`src/rtl/relu.sv`:
```
// Purpose : per-lane ReLU on a packed vector of signed fixed-point lanes; clamps negative lanes to zero when en=1.
// Latency : 1 cycle, all outputs registered.
// Backpressure: none; one vector is accepted every cycle in_valid=1.
//
// Ports:
//   clk, rst         rising-edge clock, synchronous active-high reset
//   en               1 = apply ReLU, 0 = bypass (sampled with in_valid)
//   in_valid/in_img  input vector, lane i = in_img[i*WIDTH +: WIDTH], lane 0 in the LSBs
//   out_valid        out_img/neg_mask carry a fresh result this cycle
//   out_img          registered result, same lane order as in_img
//   neg_mask         bit i = 1 when lane i was clamped in this result
module relu #(
    parameter int LANES = 4,
    parameter int WIDTH = 16
) (
    input  logic                   clk,
    input  logic                   rst,
    input  logic                   en,
    input  logic                   in_valid,
    input  logic [LANES*WIDTH-1:0] in_img,
    output logic                   out_valid,
    output logic [LANES*WIDTH-1:0] out_img,
    output logic [LANES-1:0]       neg_mask
);

    logic [LANES*WIDTH-1:0] nextImg;
    logic [LANES-1:0]       nextMask;

    // Sign is taken from the lane MSB alone, so the most negative code
    // clamps like any other negative value and zero passes untouched.
    always_comb begin
        nextImg  = in_img;
        nextMask = '0;
        for (int i = 0; i < LANES; i++) begin
            if (en && in_img[i*WIDTH + WIDTH - 1]) begin
                nextImg[i*WIDTH +: WIDTH] = '0;
                nextMask[i]               = 1'b1;
            end
        end
    end

    // Data registers only load on a valid input so the last result stays
    // visible on idle cycles; out_valid alone tells the consumer it is stale.
    always_ff @(posedge clk) begin
        if (rst) begin
            out_valid <= 1'b0;
            out_img   <= '0;
            neg_mask  <= '0;
        end else begin
            out_valid <= in_valid;
            if (in_valid) begin
                out_img  <= nextImg;
                neg_mask <= nextMask;
            end
        end
    end

endmodule

```
`config.mk`:
```
export PLATFORM = sky130hd
export DESIGN_NAME = relu
export DESIGN_NICKNAME = d
export VERILOG_FILES = /design/src/rtl/relu.sv
export SDC_FILE = /design/constraint.sdc
export NUM_CORES = 1
export LEC_CHECK = 0
export CORE_MARGIN = 2
export CORE_UTILIZATION = 30
export DETAILED_ROUTE_END_ITERATION = 8
export GPL_TIMING_DRIVEN = 1
export PLACE_DENSITY = 0.61
export SLEW_MARGIN = 15
export SYNTH_ARGS = -nofsm -noshare
export SYNTH_HDL_FRONTEND = slang
export SYNTH_SLANG_ARGS = --single-unit
export TNS_END_PERCENT = 5
```
`constraint.sdc`:
```
create_clock -name clk -period 0.8 [get_ports clk]
set_input_delay 0.16 -clock clk [delete_from_list [all_inputs] [get_ports clk]]
set_output_delay 0.16 -clock clk [all_outputs]
set_load 0.02 [all_outputs]
```
==> results_dict.tcl, run 1 <==
set metrics [dict create \
    startpoint "out_img[59]" \
    slew_headroom 0.838 \
    first_iter_violations 83 \
    grt_pass1_vias 2644 \
    fp.dieH_um 105 \
    coreArea_um2 9820 \
    r2r_slack_ns 0.07 \
    routabilityCongestion 0.677 \
    cts_sinks 69 \
    whs_ns 0.289 \
    r2r_end "out_img[33]" \
    ant_nets 0 \
    ys_ff_latch 69 \
    ys.warnings.count 0 \
    path_max_fanout 2 \
    syn_to_final_growth_pct 63.2 \
    multiInputGateArea_um2 1430 \
    vdd_ir_drop_max_mv 0.936 \
    syn_avg_cell_area_um2 9.96 \
    setup.worst_path.start_class "flip-flop" \
    power_leakage_nw 1.91 \
    status "finished, violations left" \
    clockBufferDepth 2 \
    p_switching_mw 2.13 \
    insertion_delay_ns 0.33 \
    die_area_um2 11000 \
    power_frac_seq 0.476 \
    hp-class "in2reg" \
    drt-total-wl_mm 8.10 \
    fillerInstances 957 \
    place_inst 575 \
    start_util 0.311 \
    final_hold_viol_count 0 \
    htreeDepth 3 \
    port_buffers 136 \
    routedWlPerCell_um 13.6 \
    drt_pre_antenna_iters 4 \
    r2r-start "out_img[33]" \
    grt_max_degree 48 \
    violations "negative setup slack" \
    slowest_stage "dfxtp_2" \
    finalNonFillerCells 595 \
    rows 36 \
    io_pins 137 \
    worst_pin_slew_ns 0.242 \
    syn_nets 375 \
    yosys.area.top_type "dfxtp_1" \
    syn_inst 307 \
    dpl.hpwl_mm 5.60 \
    synth.most_common_cell "dfxtp_1" \
    skew_ns 0 \
    critical_path.max_stage_delay_ns 0.35 \
    die_x_um 105 \
    min_to "out_img[60]" \
    p_sw_frac 0.269 \
    drive_above_1_share 0.520 \
    post-place-ws_ns -0.556 \
    hold-path-cell-count 4 \
    synthTopCellsByCount "69 x dfxtp_1, 65 x nand2b_1, 44 x a21oi_1" \
    grt_pass1_wl_mm 13.2 \
    synth_area_leaders "dfxtp_1 45%, nand2b_1 13%, nand3_2 9.5%" \
    yosysTopAreaCellShare 0.452 \
    fin_crit_ns 0.954 \
    cellPowerDensity_nw_per_um2 1580 \
    rr_worst_depth 3 \
    cp.required_ns 0.64 \
    setup_viol 69 \
    path_buf_inv 1 \
    finalCritPeriodShare 1.19 \
    rsz0062_at_grt "true" \
    nNetsFinal 524 \
    critical_path.cell_chain "buf_6" \
    synth-edff-count 0 \
    intPower_mw 5.77 \
    cts_buffers 9 \
    route.detailed.drc 0 \
    antenna_found_initial 2 \
    worstSetupPathType "reg2out" \
    syn_area_um2 3060 \
    cp.arrival_ns 0.79 \
    critPathCaptureType "primary output" \
    ys_types 16 \
    cp_top_family "flip-flops" \
    viasPerCell 4.43 \
    drv_cap 0 \
    cts_tree "built" \
    register_area_um2 1470 \
    power_frac_comb 0.215 \
    hp-start "in_valid" \
    maxSlewViolCount 0 \
    final.setup.worst_slack_ns -0.154 \
    async_flop_share 0 \
    synth_ff_type "dfxtp_1" \
    yosysSeqAreaShare 0.452 \
    clk_pin_slew_ns 0.07 \
    cts_root_buffer "clkbuf_8" \
    p_clk_frac 0.309 \
    overflow 0 \
    grt_usage 0.150 \
    routed-via-count 2638 \
    fmax_mhz 1050 \
]
==> through the flow <==
stage	power [mW]	setup TNS [ns]	util	cell area [µm²]
finish	7.89	-9.72	0.508	4990
global route	8.30	-12.85	0.508	4990
CTS	8.04	-11.37	0.508	4980
detailed placement	5.43	-51.40	0.470	4620
global placement	5.41	-50.33	0.470	4620
floorplan	4.59	-0.120	-	3060
==> flip-flops by register name, indices dropped and copies added (netlist names) <==
name       cells
out_valid      1
neg_mask       4
out_img       64
==> what timing repair did <==
item,in CTS,in global routing
hold buffers,0,0
setup endpoints to repair,135,69
setup buffers,3,0
cloned,0,0
gates resized for setup,490,0
hold endpoints to repair,0,0
==> layout make-up <==
type                       count  share of cell area
timing repair buffer         166               0.353
sequential                    69               0.294
multi-input combinational    210               0.287
tap                          133              0.0334
clock buffer                  13              0.0298
clock inverter                 2             0.00201
antenna                        2             0.00100
==> cells by family after synthesis <==
family / count (synthesis) / share of synthesized area
compound gates: 68 / 0.141
buf+inv: 28 / 0.0851
flops: 69 / 0.452
simple gates: 142 / 0.322
==> power by group through the flow <==
stage	Combinational [mW]	Sequential [mW]	Clock, mW
final	1.69	3.76	2.44
after global routing	1.81	3.78	2.70
after CTS	1.72	3.76	2.57
after detailed placement	1.66	3.77	0
after global placement	1.64	3.77	0
after floorplan	0.613	3.97	0
==> cells in the final DEF (no fill, tap or decap), types with 4 or more instances in the layout <==
cell type,count
nand2b_1,65
nor2b_1,5
nand3_2,29
buf_12,8
nand3_1,35
clkdlybuf4s50_1,60
a21oi_2,24
dfxtp_2,69
buf_4,23
buf_6,69
clkbuf_8,10
nand2_8,4
dlygate4sd2_1,5
a21oi_1,44
==> layer usage <==
layer,GRT usage,part of all wire,vias to the layer above,wire length (µm)
met5,0,0,-,0
met2,0.245,0.48,77,3890
met4,0.0486,0.013,0,106
met1,0.183,0.44,1218,3550
li1,-,-,1336,-
met3,0.0549,0.069,7,559
==> worst max-delay path by stage <==
stage / to / slack (ns) / cells past startpoint
2_1_floorplan: out_img[20] / -0.02 / 3
3_3_place_gp: out_img[55] / -0.52 / 5
3_5_place_dp: out_img[56] / -0.56 / 5
4_1_cts: out_img[19] / -0.18 / 1
5_1_grt: neg_mask[1] / -0.20 / 1
6_report: out_img[59] / -0.15 / 1
(Power assumes the default switching activity.)
==> run 2: changes to the inputs <==
--- a/config.mk
+++ b/config.mk
@@ -8,6 +8,7 @@
 export CORE_MARGIN = 2
 export CORE_UTILIZATION = 30
 export DETAILED_ROUTE_END_ITERATION = 8
+export GPL_ROUTABILITY_DRIVEN = 0
 export GPL_TIMING_DRIVEN = 1
 export PLACE_DENSITY = 0.61
 export SLEW_MARGIN = 15
==> results of run 2 <==
Final layout, timing and power as in run 1 (identical DEF).
==> run 3: changes to the inputs <==
--- a/config.mk
+++ b/config.mk
@@ -5,12 +5,13 @@
 export SDC_FILE = /design/constraint.sdc
 export NUM_CORES = 1
 export LEC_CHECK = 0
+export ABC_AREA = 1
 export CORE_MARGIN = 2
 export CORE_UTILIZATION = 30
 export DETAILED_ROUTE_END_ITERATION = 8
 export GPL_ROUTABILITY_DRIVEN = 0
 export GPL_TIMING_DRIVEN = 1
-export PLACE_DENSITY = 0.61
+export PLACE_DENSITY = 0.62
 export SLEW_MARGIN = 15
 export SYNTH_ARGS = -nofsm -noshare
 export SYNTH_HDL_FRONTEND = slang
==> run 3 against run 2 <==
The run still ends with negative setup slack left. Sequential share of layout area grew 0.37 points. Register-to-register slack improved by 0.06 ns. Utilization up 0.55 points. Power increased by 12%. First-iteration DRC count is 65% higher. Critical endpoint is now out_img[40].
==> results_dict.tcl, run 3 <==
set metrics [dict create \
    grt_pass1_wl_mm 12.4 \
    rows 36 \
    largestRegisters "out_img: 64 flops, neg_mask: 4 flops, out_valid: 1 flops" \
    final_hold_viol_count 0 \
    io_pins 137 \
    critical_path.cell_chain "buf_6" \
    finalCritPeriodShare 1.20 \
    nNetsFinal 645 \
    synth_ff_type "dfxtp_1" \
    ys_ff_latch 69 \
    die_x_um 103 \
    fmax_mhz 1040 \
    start_util 0.305 \
    grt_pass1_vias 2733 \
    worst-path-stages 1 \
    routedWlPerCell_um 11.0 \
    critPathCaptureType "primary output" \
    synth.most_common_cell "nand2_1" \
    top_usage_layer "met2" \
    port_buffers 136 \
    cts_tree "built" \
    overflow 0 \
    cts_sinks 69 \
    cp.required_ns 0.64 \
    setup_viol 79 \
    cts_buffers 9 \
    stdcell_area_um2 4930 \
    path_max_fanout 2 \
    ant_nets 0 \
    yosys.area_share.simple 0.282 \
    cts_root_buffer "clkbuf_8" \
    post-route-util 0.514 \
    synth_top_family_by_area "simple AND/OR/NAND/NOR gates" \
    synth_fa_ha_area_frac 0 \
    insertion_delay_ns 0.33 \
    htreeDepth 3 \
    syn_to_final_growth_pct 68.5 \
    viasPerCell 4.14 \
    cp.arrival_ns 0.80 \
    clockBufferDepth 2 \
    rr_worst_depth 2 \
    vdd_ir_drop_max_mv 0.749 \
    cts_setup_buffers 0 \
    routed-via-count 2953 \
    place_area_um2 4530 \
    synth_area_leaders "dfxtp_1 47%, nand2_1 16%, inv_1 9.9%" \
    slew_headroom 0.863 \
    use_met2 0.254 \
    die_area_um2 10600 \
    syn_area_um2 2920 \
    hp-start "in_img[63]" \
    r2r_slack_ns 0.13 \
    synth_compound_area_frac 0.0984 \
    fin_crit_ns 0.964 \
    grt_usage 0.151 \
    r2r-start "out_img[51]" \
    power.total_mw 8.80 \
    grt_max_degree 32 \
    final.setup.tns_ns -10.30 \
    final.setup.worst_slack_ns -0.164 \
    maxSlewViolCount 0 \
    drive_above_1_share 0.312 \
    dpl.hpwl_mm 5.66 \
    cp_top_family "flip-flops" \
    path_buf_inv 1 \
    yosysTopAreaCellShare 0.472 \
    slowest_stage "dfxtp_2" \
    power_leakage_nw 2.55 \
    hold-path-cell-count 3 \
    status "finished, violations left" \
    coreArea_um2 9590 \
    synth_xor_xnor_area_share 0 \
    top_register "out_img" \
    grt_use_met3 0.0488 \
    route.detailed.drc 0 \
    met1_usage 0.178 \
    setup.worst_path.start_class "flip-flop" \
    drt-total-wl_mm 7.89 \
    syn_nets 506 \
    first_iter_violations 137 \
    ys.warnings.count 0 \
    synth-edff-count 0 \
    clk_pin_slew_ns 0.08 \
    synthTopCellsByCount "128 x nand2_1, 77 x inv_1, 69 x dfxtp_1" \
    skew_ns 0 \
    syn_inst 438 \
    worst_pin_slew_ns 0.206 \
    r2r_end "out_img[51]" \
    final_common_cell "nand2_1" \
    ys_types 15 \
    largest_reg_flops 64 \
    synth_mux_area_frac 0 \
    worstSetupPathType "reg2out" \
    async_flop_share 0 \
    diodes 0 \
    min_to "out_img[63]" \
    violations "negative setup slack" \
    drv_cap 0 \
    yosysSeqAreaShare 0.472 \
    cellPowerDensity_nw_per_um2 1790 \
    fillerInstances 994 \
    antenna_found_initial 0 \
    drt_pre_antenna_iters 4 \
    fp.dieH_um 103 \
    rsz0062_at_grt "true" \
    syn_avg_cell_area_um2 6.68 \
    critical_path.max_stage_delay_ns 0.35 \
    yosys.area.top_type "dfxtp_1" \
    hp-class "in2reg" \
    layout_common_cells "128 x nand2_1, 74 x inv_1, 70 x buf_6" \
]
==> run 3: cell type report <==
class	count	area, µm²	area share
Clock buffer	11	141	0.0287
Tap cell	133	166	0.0338
Clock inverter	4	72.6	0.0147
Multi-Input combinational cell	265	1120	0.228
Inverter	78	293	0.0594
Sequential cell	69	1470	0.298
Timing Repair Buffer	154	1660	0.337
==> run 3: cells by family after synthesis <==
kind of cell / count (synthesis)
AOI/OAI and AO/OA: 56
buffers and inverters: 104
and+or+nand+nor: 209
DFF: 69
==> run 3: routing by layer <==
metal	up-vias	routed length, µm
met1	1295	3420
met5	-	0
met3	6	590
li1	1573	-
met4	0	67
met2	79	3810
==> run 3: worst max-delay path by stage <==
stage | from | endpoint | slack [ns]
after floorplan | in_valid | out_img[61] | -0.005
after global placement | en | out_img[59] | -0.54
after detailed placement | en | out_img[55] | -0.57
after CTS | out_img[51] | out_img[51] | -0.18
after global routing | out_img[40] | out_img[40] | -0.20
final | out_img[40] | out_img[40] | -0.16
==> run 3: power breakdown <==
| part | leakage [nW] | switching [mW] | internal [mW] |
|---|---|---|---|
| clock network | 0.105 | 1.26 | 1.82 |
| logic | 1.85 | 0.863 | 0.986 |
| registers | 0.594 | 0.160 | 3.71 |
| total | 2.55 | 2.29 | 6.52 |
==> run 3: per-stage QoR <==
stage	instances	hold slack [ns]	setup WS, ns
global placement	699	0.450	-0.538
CTS	714	0.261	-0.183
floorplan	438	0.320	-0.00508
finish	714	0.174	-0.164
detailed placement	699	0.456	-0.569
global route	714	0.179	-0.201
==> run 3: timing repair <==
item                                    CTS  global route
hold endpoints to repair                  0             0
pin swaps                                 4             2
endpoints found under the setup margin  137           131
hold buffers                              0             0
gates resized for setup                 493             6
==> RTL change, RTL diff (config.mk and constraints of run 1) <==
Make the reset (`rst`) asynchronous in one clocked block. Comments in the files are not updated.
--- a/src/rtl/relu.sv
+++ b/src/rtl/relu.sv
@@ -41,7 +41,7 @@
 
     // Data registers only load on a valid input so the last result stays
     // visible on idle cycles; out_valid alone tells the consumer it is stale.
-    always_ff @(posedge clk) begin
+    always_ff @(posedge clk or posedge rst) begin
         if (rst) begin
             out_valid <= 1'b0;
             out_img   <= '0;
Check against the original RTL: differs if rst is asserted again (counterexample within 4 cycles, from zero or initial values and one cycle with rst high); with rst held inactive, the same outputs for 10 cycles.
==> RTL change against run 1 <==
  * The flow still finishes with violations (setup timing)
  * Sequential cell count is the same
  * Synthesized area shrank 0.70%
  * Cell count shrank 4.4%
  * Wire length grew 7.1%
  * Non-clock buffer count grew 49
  * Register-to-register slack lost 0.14 ns
  * Setup slack lost 0.093 ns
  * Final area grew 3.4%
  * Power grew 14%
  * Sequential power grew 6.9%
  * Critical path type unchanged
==> RTL change: results (changes against run 1) <==
* Post-cts repair resize count at 329 (-33%)
* Multi-input combinational area share at 22.0% (-6.8 points)
* Met2 wire length at 4250 µm (+9.2%)
* Setup WS post-layout at -0.247 ns (-0.0931 ns)
* Top post-synthesis cells by count: dfrtp_1 (69), nand2_1 (61), o2bb2ai_2 (40)
* Post-DP Area at 5030 µm² (+8.8%)
* Die X at 105 µm (-0.33%)
* Share of layout cells above drive strength 1 at 48.7% (-3.2 points)
* Avg WL per Cell at 15.3 µm (+12%)
* R2r setup slk at -0.07 ns (-0.14 ns)
* Clk tree area frac at 3.08% (-0.10 points)
* Nonclk buf count at 215 (+30%)
* Asr flop ratio synth at 100% (+100 points)
* Logic inverters at 2 (+2)
* Grt met1 use at 20.9% (+2.6 points)
* Layout non-clock buf frac at 38.0% (+2.8 points)
* Dpl ws at -0.621 ns (-0.0645 ns)
* Unique masters post-synth at 13 (-3)
* R2R Path End: out_img[42]
* Worst hold slack at 0.117 ns (-0.172 ns)
* Post-Syn Nets at 294 (-22%)
* Worst r2r src: out_img[42]
* Crit path to: out_img[7]
* Final #Nets at 499 (-4.8%)
* Metal3 WL at 478 µm (-14%)
* Sequential share of the synthesized area at 56.9% (+12 points)
* Slew HR at 85.6% (+1.8 points)
* Initial antenna violation count at 1 (-1)
* Failing checks: setup timing
* Leakage at 2.41 nW (+26%)
* Met3 global-route usage at 4.37% (-1.1 points)
* Final core occ at 52.5% (+1.7 points)
* All-layer global routing usage at 16.2% (+1.2 points)
* CP max stage cell: dfrtp_1
* Final setup viols at 75 (+8.7%)
* Largest cells by area after synthesis: dfrtp_1 (57%), o2bb2ai_2 (20%), nand2_1 (7.5%)
* DR iter-0 viols at 60 (-28%)
* Diodes inserted at 1 (-1)
* Fill cell count at 930 (-2.8%)
* Reg area at 1730 µm² (+18%)
* Status: finished with violations
* #MultiIn Comb at 134 (-36%)
* Top FF cell, synth: dfrtp_1
* Hold path start: in_img[31]
* Placer congestion estimate at 0.770 (+14%)
* Synth Area per Inst at 13.4 µm² (+35%)
* Worst Hold Depth at 3 (-1)
==> RTL change: changes by cell type after synthesis, moves of 35 or more <==
| cell | run 1 | this run |
|---|---|---|
| dfrtp_1 | 0 | 69 |
| o2bb2ai_2 | 0 | 40 |
| nand2_1 | 0 | 61 |
| a21oi_1 | 44 | 0 |
| dfxtp_1 | 69 | 0 |
| nand3_1 | 35 | 0 |
| nand2b_1 | 65 | 0 |
==> RTL change: cells by family after synthesis <==
| family | count (synthesis) | share of synthesized area (%) |
|---|---|---|
| AOI/OAI and AO/OA | 64 | 26.7 |
| buffers and inverters | 23 | 6.35 |
| DFF | 69 | 56.9 |
| muxes | 4 | 1.48 |
| and+or+nand+nor | 66 | 8.57 |
==> RTL change: report_power, final <==
part / total (W) / leakage (nW) / switching (W) / internal, W
clock network: 0.00241 / 0.0833 / 0.00122 / 0.00119
registers: 0.00402 / 0.870 / 0.000214 / 0.00381
logic: 0.00257 / 1.46 / 0.00116 / 0.00141
